## src/rtl/bridge_arbiter_pkg.sv

```systemverilog
// Shared types for the DRAM bridge arbiter and its round-robin picker.
// Also holds the bridge mode/address constants that requesters use.
package bridge_arbiter_pkg;

  typedef enum logic [1:0] {IDLE, ISSUE, WAIT, RESP} arb_state_t;

  localparam logic       MODE_READ    = 1'b1;
  localparam logic       MODE_WRITE   = 1'b0;
  localparam logic [7:0] DEPOSIT_ADDR = 8'd255;

  typedef struct packed {
    logic [7:0]  addr;
    logic        r_wb;
    logic [31:0] data_w;
  } bridge_req_t;

  // Width of a requester index for 2..4 requesters.
  function automatic int idx_w(input int n);
    return (n > 2) ? 2 : 1;
  endfunction

endpackage

```

## src/rtl/bridge_arbiter_rr_pick.sv

```systemverilog
// Combinational round-robin select: first set pend bit at or after rr_ptr, wrapping.
// Zero latency; no flow control of its own.
module rr_pick #(
  parameter int NREQ = 2,
  parameter int IW   = 1
) (
  input  logic [NREQ-1:0] pend,
  input  logic [IW-1:0]   rr_ptr,
  output logic [IW-1:0]   grant,
  output logic            any_pend
);

  // Scan from the far end back to rr_ptr so the nearest set bit is assigned last.
  always_comb begin
    int idx;
    idx      = 0;
    grant    = '0;
    any_pend = |pend;
    for (int k = NREQ - 1; k >= 0; k--) begin
      idx = int'(rr_ptr) + k;
      if (idx >= NREQ) idx = idx - NREQ;
      if (pend[idx]) grant = IW'(idx);
    end
  end

endmodule

```

## src/rtl/bridge_arbiter.sv

```systemverilog
// Shares one DRAM bridge port among NREQ requesters; one-deep buffer each, one transaction in flight.
// Issue one cycle after grant; req_ready[i] stays low from accept until the cycle after rsp_valid[i].
module bridge_arbiter
  import bridge_arbiter_pkg::*;
#(
  parameter int NREQ    = 2,
  parameter int TIMEOUT = 1023,
  parameter int TW      = 16
) (
  input  logic                 clk,
  input  logic                 rst,
  input  logic [NREQ-1:0]      req_valid,
  output logic [NREQ-1:0]      req_ready,
  input  logic [8*NREQ-1:0]    req_addr,
  input  logic [NREQ-1:0]      req_r_wb,
  input  logic [32*NREQ-1:0]   req_data_w,
  output logic [NREQ-1:0]      rsp_valid,
  output logic [31:0]          rsp_data_r,
  output logic                 rsp_err,
  output logic                 busy,
  output logic                 stray_flag,
  output logic [7:0]           C_addr,
  output logic [31:0]          C_data_w,
  output logic                 C_r_wb,
  output logic                 C_in_valid,
  input  logic                 C_out_valid,
  input  logic [31:0]          C_data_r
);

  localparam int IW = idx_w(NREQ);

  arb_state_t      state, state_nxt;
  logic [NREQ-1:0] pend;
  bridge_req_t     req_buf [NREQ];
  logic [IW-1:0]   rr_ptr, owner, pick;
  logic            any_pend;
  logic [TW-1:0]   cnt;
  logic            done_ok, done_to;

  rr_pick #(.NREQ(NREQ), .IW(IW)) u_pick (
    .pend     (pend),
    .rr_ptr   (rr_ptr),
    .grant    (pick),
    .any_pend (any_pend)
  );

  assign req_ready = ~pend;
  // A bridge answer in the same cycle as the timeout wins.
  assign done_ok   = (state == WAIT) && C_out_valid;
  assign done_to   = (state == WAIT) && !C_out_valid && (cnt == TW'(TIMEOUT - 1));

  always_ff @(posedge clk) begin
    if (rst) state <= IDLE;
    else     state <= state_nxt;
  end

  always_comb begin
    state_nxt = state;
    case (state)
      IDLE:    if (any_pend) state_nxt = ISSUE;
      ISSUE:   state_nxt = WAIT;
      WAIT:    if (done_ok || done_to) state_nxt = RESP;
      RESP:    state_nxt = IDLE;
      default: state_nxt = IDLE;
    endcase
  end

  always_comb begin
    C_in_valid = 1'b0;
    rsp_valid  = '0;
    busy       = (state != IDLE);
    case (state)
      ISSUE:   C_in_valid = 1'b1;
      RESP:    rsp_valid[owner] = 1'b1;
      default: ;
    endcase
  end

  always_ff @(posedge clk) begin
    if (rst) begin
      pend       <= '0;
      rr_ptr     <= '0;
      owner      <= '0;
      cnt        <= '0;
      C_addr     <= '0;
      C_data_w   <= '0;
      C_r_wb     <= 1'b0;
      rsp_data_r <= '0;
      rsp_err    <= 1'b0;
      stray_flag <= 1'b0;
      for (int i = 0; i < NREQ; i++) req_buf[i] <= '0;
    end else begin
      for (int i = 0; i < NREQ; i++) begin
        if (req_valid[i] && !pend[i]) begin
          pend[i]    <= 1'b1;
          req_buf[i] <= '{addr:   req_addr[8*i +: 8],
                          r_wb:   req_r_wb[i],
                          data_w: req_data_w[32*i +: 32]};
        end
      end

      // Bridge command fields hold from one grant to the next.
      if (state == IDLE && any_pend) begin
        owner    <= pick;
        C_addr   <= req_buf[pick].addr;
        C_data_w <= req_buf[pick].data_w;
        C_r_wb   <= req_buf[pick].r_wb;
      end

      if (state == ISSUE)                       cnt <= '0;
      else if (state == WAIT && !done_ok && !done_to) cnt <= cnt + 1'b1;

      if (done_ok) begin
        rsp_data_r <= C_data_r;
        rsp_err    <= 1'b0;
      end else if (done_to) begin
        rsp_data_r <= '0;
        rsp_err    <= 1'b1;
      end

      if (state == RESP) begin
        pend[owner] <= 1'b0;
        rr_ptr      <= (int'(owner) == NREQ - 1) ? '0 : owner + 1'b1;
      end

      if (C_out_valid && state != WAIT) stray_flag <= 1'b1;
    end
  end

endmodule

```

## config.mk

```make
export PLATFORM = sky130hd
export DESIGN_NAME = bridge_arbiter
export DESIGN_NICKNAME = d
export VERILOG_FILES = /design/src/rtl/bridge_arbiter_pkg.sv /design/src/rtl/bridge_arbiter_rr_pick.sv /design/src/rtl/bridge_arbiter.sv
export SDC_FILE = /design/constraint.sdc
export NUM_CORES = 1
export LEC_CHECK = 0
export BUFFER_PORTS_ARGS = -buffer_cell sky130_fd_sc_hd__buf_2
export CAP_MARGIN = 30
export CORE_MARGIN = 4
export CORE_UTILIZATION = 56
export CTS_BUF_LIST = sky130_fd_sc_hd__clkbuf_8 sky130_fd_sc_hd__clkbuf_16
export DETAILED_ROUTE_END_ITERATION = 6
export PLACE_DENSITY = 0.86
export SYNTH_ARGS = -nofsm -noshare
export SYNTH_HDL_FRONTEND = slang
export SYNTH_SLANG_ARGS = --single-unit
```

## constraint.sdc

```tcl
create_clock -name clk -period 4.4 [get_ports clk]
set_input_delay 0.88 -clock clk [delete_from_list [all_inputs] [get_ports clk]]
set_output_delay 0.88 -clock clk [all_outputs]
set_load 0.01 [all_outputs]
```

==> results of run 1 <==
## layout make-up
cell class / instances / area [sq um] / area share, %
multi-input combinational: 350 / 2450 / 27.7
clock inverter: 12 / 98.8 / 1.12
sequential: 179 / 4400 / 49.8
tap: 168 / 210 / 2.38
inverter: 12 / 45.0 / 0.509
clock buffer: 20 / 489 / 5.53
timing repair buffer: 210 / 1150 / 13.0
## worst max-delay path, stage by stage (launching register included)
cell and delay (ns):
dfxtp_1 0.34, inv_1 0.08, ha_1 0.14, or4b_4 0.49, nor4_2 0.66, buf_4 0.29
o21ai_0 0.12, a21oi_1 0.15
## kinds of logic after synthesis
group | Yosys count | synth area share (%)
and+or+nand+nor | 186 | 14.9
DFF | 179 | 62.6
AOI/OAI and AO/OA | 113 | 11.9
buffers and inverters | 51 | 3.29
muxes | 41 | 5.83
adders and majority gates | 7 | 1.24
xor gates and xnor gates | 3 | 0.373
## state kept, by name (all words and copies together) (netlist names)
| signal | count |
|---|---|
| C_addr | 8 |
| C_data_w | 32 |
| C_r_wb | 1 |
| cnt | 16 |
| owner | 1 |
| pend | 2 |
| req_buf | 82 |
| rr_ptr | 1 |
| rsp_data_r | 32 |
| rsp_err | 1 |
| state | 2 |
| stray_flag | 1 |
## power by group through the flow
| stage | clock [W] | combinational [W] | sequential, W |
|---|---|---|---|
| after floorplan | 0 | 0.000491 | 0.00219 |
| after global placement | 0 | 0.000851 | 0.00213 |
| after detailed placement | 0 | 0.000894 | 0.00214 |
| after CTS | 0.00150 | 0.000903 | 0.00211 |
| after global routing | 0.00157 | 0.00103 | 0.00213 |
| final | 0.00148 | 0.000927 | 0.00211 |
## routing by layer
layer / vias up / track usage, % / wire, microns / share of wire [%]
li1: 2488 / - / - / -
met1: 2445 / 25.3 / 6260 / 40
met2: 194 / 38.6 / 7980 / 51
met3: 26 / 6.79 / 1260 / 8.0
met4: 0 / 8.09 / 280 / 1.8
met5: - / 0 / 0 / 0
## cell usage after synthesis (all sizes together) (2+ instances only)
cell type,count
xnor2,2
or3,7
a211oi,42
clkbuf,27
nor3,4
o21ai,8
nor2,52
nand3,4
nand4,5
dfxtp,97
o31ai,6
inv,12
a21oi,20
ha,7
or4,8
edfxtp,82
or4b,2
nor4,3
nand2,11
or2,2
and2,82
buf,12
a22o,32
mux2i,41
## metrics by stage
stage	cell area [sq um]	hold slack (ns)	worst slack (ns)
after floorplan	7040	0.452	1.88
after global placement	8140	0.449	1.87
after detailed placement	8180	0.451	1.81
after CTS	8770	0.472	1.89
after global routing	8850	0.486	1.80
final	8850	0.467	2.06
## worst paths after layout
| check | startpoint | end | slack, ns | cells past startpoint |
|---|---|---|---|---|
| setup / recovery | cnt[0]$_SDFFE_PP0P_ | cnt[2]$_SDFFE_PP0P_ | 2.06 | 7 |
| hold / removal | rsp_data_r[30]$_SDFFE_PP0P_ | rsp_data_r[30]$_SDFFE_PP0P_ | 0.47 | 1 |
| setup reg to reg | cnt[0]$_SDFFE_PP0P_ | cnt[2]$_SDFFE_PP0P_ | 2.06 | 7 |
| hold reg to reg | rsp_data_r[30]$_SDFFE_PP0P_ | rsp_data_r[30]$_SDFFE_PP0P_ | 0.47 | 1 |
==> flow_summary.json, run 1 <==
{
  "p_clk_share_pct": 32.7,
  "end_kind": "register",
  "yosys.area.top_type_share_pct": 35.0,
  "hold_path.class": "register to register",
  "cts_buffers": 17,
  "cts_tree": "yes",
  "grt_pass1_wl_microns": 25100,
  "first_pass_iters": 4,
  "grt_pass1_vias": 5257,
  "die_h_microns": 120,
  "synth_cell_types": 44,
  "setup_viol": 0,
  "hpwl_microns": 10800,
  "comb_power_share_pct": 20.5,
  "ys.flop_type": "dfxtp_1",
  "numPortBuffers": 199,
  "clk_latency_ns": 0.43,
  "status": "complete, no violations",
  "p_leak_nw": 3.96,
  "fin_util_pct": 72.7,
  "core_area_sq_um": 12200,
  "switching_power_w": 0.00128,
  "intPower_w": 0.00324,
  "wl_per_cell_microns": 16.6,
  "die-area_sq_um": 14400,
  "nets": 896,
  "worst-path-max-fanout": 11,
  "avgSynthCellArea_sq_um": 12.1,
  "drtIter0Drc": 204,
  "finalHoldViolations": 0,
  "initial_utilization_pct": 57.9,
  "num_rows": 40,
  "cts_buffer_depth": 2,
  "io_pins": 200,
  "netlist_area_sq_um": 7040,
  "synthCells": 580,
  "die_w_microns": 120,
  "grt_setup_unrepaired": "false",
  "ys_seq_area_share_pct": 62.6,
  "synth_area_leaders": "edfxtp_1 (35%), dfxtp_1 (28%), and2_1 (7.3%)",
  "cts.sinks": 179,
  "period_needed_ns": 2.34,
  "place_inst": 916,
  "hold_buffers": 0,
  "power_density_nw_per_um2": 510,
  "antenna_found_initial": 0,
  "layout-drive-gt1-share_pct": 32.6,
  "synth_top_area_cell": "edfxtp_1",
  "ys_ff_latch": 179,
  "ant_nets": 0,
  "stdcell_count": 951,
  "grt_overflow": 0,
  "cts_max_level": 4,
  "vias_per_cell": 5.42,
  "peakVddDrop_mv": 0.346,
  "final_cell_mix": "buf_2 (199), dfxtp_1 (97), and2_1 (82), edfxtp_1 (82), nor2_1 (52)",
  "final_common_cell": "buf_2",
  "synth_edf_count": 82,
  "drc": 0,
  "swShare_pct": 28.3,
  "gp_congestion": 0.817,
  "final-max-slew-violation-count": 0,
  "n_antenna_cell": 0,
  "final.setup.tns_ns": 0,
  "path_clk_slew_ns": 0.06,
  "cp_data_required_time_ns": 4.75,
  "max_slew_margin_pct": 48.5,
  "synth_nets": 706,
  "arrival_ns": 2.69,
  "area_growth_pct": 25.7,
  "maxCapViolations": 0,
  "fillCellCount": 837,
  "ctsResizeCount": 0,
  "grt_max_degree": 47,
  "path_class": "register to register",
  "post-cts-setup-buffers": 0,
  "num_vias": 5153,
  "period_share_pct": 53.2,
  "cts-root-buf": "clkbuf_16",
  "synthArstFlopShare_pct": 0,
  "yosys_warnings": 0,
  "p_total_w": 0.00451,
  "start_kind": "register",
  "finClkSkew_ns": 0.00788,
  "pwr-share-seq_pct": 46.8,
  "grt_usage_pct": 22.0,
  "fmax_ghz": 0.427,
  "tightest_slew_ns": 0.766,
  "wl_microns": 15800
}
Power figures use the tool's default switching activity.
==> run 2: changes to the inputs <==
Settings changed: CORE_UTILIZATION 56 to 52, PLACE_DENSITY 0.86 to 0.81.
Clock period 4.4 ns to 2.35 ns, I/O delays scaled along.
==> flow_summary.json, run 2 (synthesis gave the netlist of run 1 again) <==
{
  "status": "complete, no violations",
  "antenna_found_initial": 1,
  "ant_nets": 0,
  "tightest_slew_ns": 0.573,
  "path_clk_slew_ns": 0.07,
  "first_pass_iters": 4,
  "cts.sinks": 179,
  "period_share_pct": 92.7,
  "p_total_w": 0.00863,
  "hold_path.class": "input port to register",
  "die_h_microns": 124,
  "layout-drive-gt1-share_pct": 32.9,
  "hpwl_microns": 10900,
  "finalHoldViolations": 0,
  "num_vias": 5139,
  "grt_usage_pct": 20.3,
  "n_antenna_cell": 0,
  "reg_top3": "req_buf: 82 flops, C_data_w: 32 flops, rsp_data_r: 32 flops",
  "post-cts-setup-buffers": 0,
  "max_slew_margin_pct": 61.7,
  "cp_data_required_time_ns": 2.69,
  "grt_pass1_vias": 5220,
  "nets": 898,
  "core_area_sq_um": 13200,
  "cts_buffers": 17,
  "grt_setup_unrepaired": "false",
  "arrival_ns": 2.52,
  "vias_per_cell": 5.35,
  "final.setup.tns_ns": 0,
  "p_leak_nw": 3.99,
  "power_density_nw_per_um2": 969,
  "crit-reg2reg-launch": "cnt[0]$_SDFFE_PP0P_",
  "path_class": "register to register",
  "final_common_cell": "buf_2",
  "place_inst": 929,
  "die_w_microns": 124,
  "period_needed_ns": 2.18,
  "worst-path-max-fanout": 16,
  "num_rows": 42,
  "finClkSkew_ns": 0.0120,
  "grt_overflow": 0,
  "hold_buffers": 0,
  "cts_max_level": 4,
  "start_kind": "register",
  "grt_max_degree": 67,
  "top_register": "req_buf",
  "clk_latency_ns": 0.42,
  "fmax_ghz": 0.459,
  "maxCapViolations": 0,
  "final-max-slew-violation-count": 0,
  "die-area_sq_um": 15500,
  "ctsResizeCount": 0,
  "end_kind": "register",
  "gp_congestion": 0.849,
  "initial_utilization_pct": 53.2,
  "fillCellCount": 979,
  "area_growth_pct": 26.6,
  "grt_pass1_wl_microns": 25400,
  "io_pins": 200,
  "critPathLaunch": "cnt[0]$_SDFFE_PP0P_",
  "drtIter0Drc": 358,
  "largest_register_ff_count": 82,
  "wl_microns": 15700,
  "setup_viol": 0,
  "hold_start": "C_data_r[22]",
  "cts_buffer_depth": 2,
  "cts_tree": "yes",
  "cts-root-buf": "clkbuf_16",
  "final_cell_mix": "buf_2 (199), dfxtp_1 (97), and2_1 (82), edfxtp_1 (82), nor2_1 (52)",
  "peakVddDrop_mv": 0.594,
  "drc": 0,
  "wl_per_cell_microns": 16.4,
  "stdcell_count": 961,
  "numPortBuffers": 199
}
-- run 2: cell count changes in the layout (fill, tap and decap cells not counted), sizes merged --
cell and delta:
buf +2, bufinv +1, clkbuf +1, clkinv -4, inv +2
-- run 2: final cells by class --
| class | count | area, sq um | share of cell area, % |
|---|---|---|---|
| clock inverters | 11 | 115 | 1.29 |
| repair buffers | 212 | 1160 | 13.1 |
| multi-input cells | 350 | 2450 | 27.5 |
| clock buffers | 21 | 514 | 5.77 |
| flip-flops and latches | 179 | 4400 | 49.4 |
| well taps | 176 | 220 | 2.47 |
| inverters | 12 | 45.0 | 0.505 |
-- run 2: stage by stage --
step           utilization (%)  instance area [sq um]  worst slack [ns]  hold slack [ns]
6_report                  67.3                   8910             0.172            0.264
5_1_grt                   67.3                   8910            0.0232            0.252
4_1_cts                   67.3                   8910             0.198            0.245
3_5_place_dp              62.5                   8280             0.224            0.455
3_3_place_gp              62.4                   8270             0.233            0.450
2_1_floorplan                -                   7040             0.241            0.452
-- run 2: final timing paths --
path | depth (start not counted) | endpoint | slack, ns
worst max-delay path | 7 | cnt[8]$_SDFFE_PP0P_ | 0.17
worst min-delay path | 2 | rsp_data_r[22]$_SDFFE_PP0P_ | 0.26
worst min register to register | 1 | rsp_data_r[11]$_SDFFE_PP0P_ | 0.47
worst max register to register | 7 | cnt[8]$_SDFFE_PP0P_ | 0.17
-- run 2: critical path, cell delays in order, from the launching register on --
cell and delay [ns]:
dfxtp_1 0.35, inv_1 0.10, ha_1 0.16, or4b_4 0.50, nor4_2 0.43, buf_4 0.28, o31ai_1 0.09, a21oi_1 0.18
-- run 2: layer usage --
layer | up-vias | share of wire [%] | global-route usage, %
met5 | - | 0.044 | 0
met4 | 2 | 1.8 | 7.35
met3 | 29 | 7.4 | 6.26
met2 | 198 | 50 | 35.3
met1 | 2418 | 41 | 23.7
li1 | 2492 | - | -
-- run 2: power breakdown --
group	total, W	switching, W	leakage, nW	internal (W)
clock network	0.00296	0.00117	0.321	0.00179
registers	0.00394	0.000221	1.67	0.00372
logic	0.00173	0.00101	1.99	0.000723
total	0.00863	0.00240	3.99	0.00623
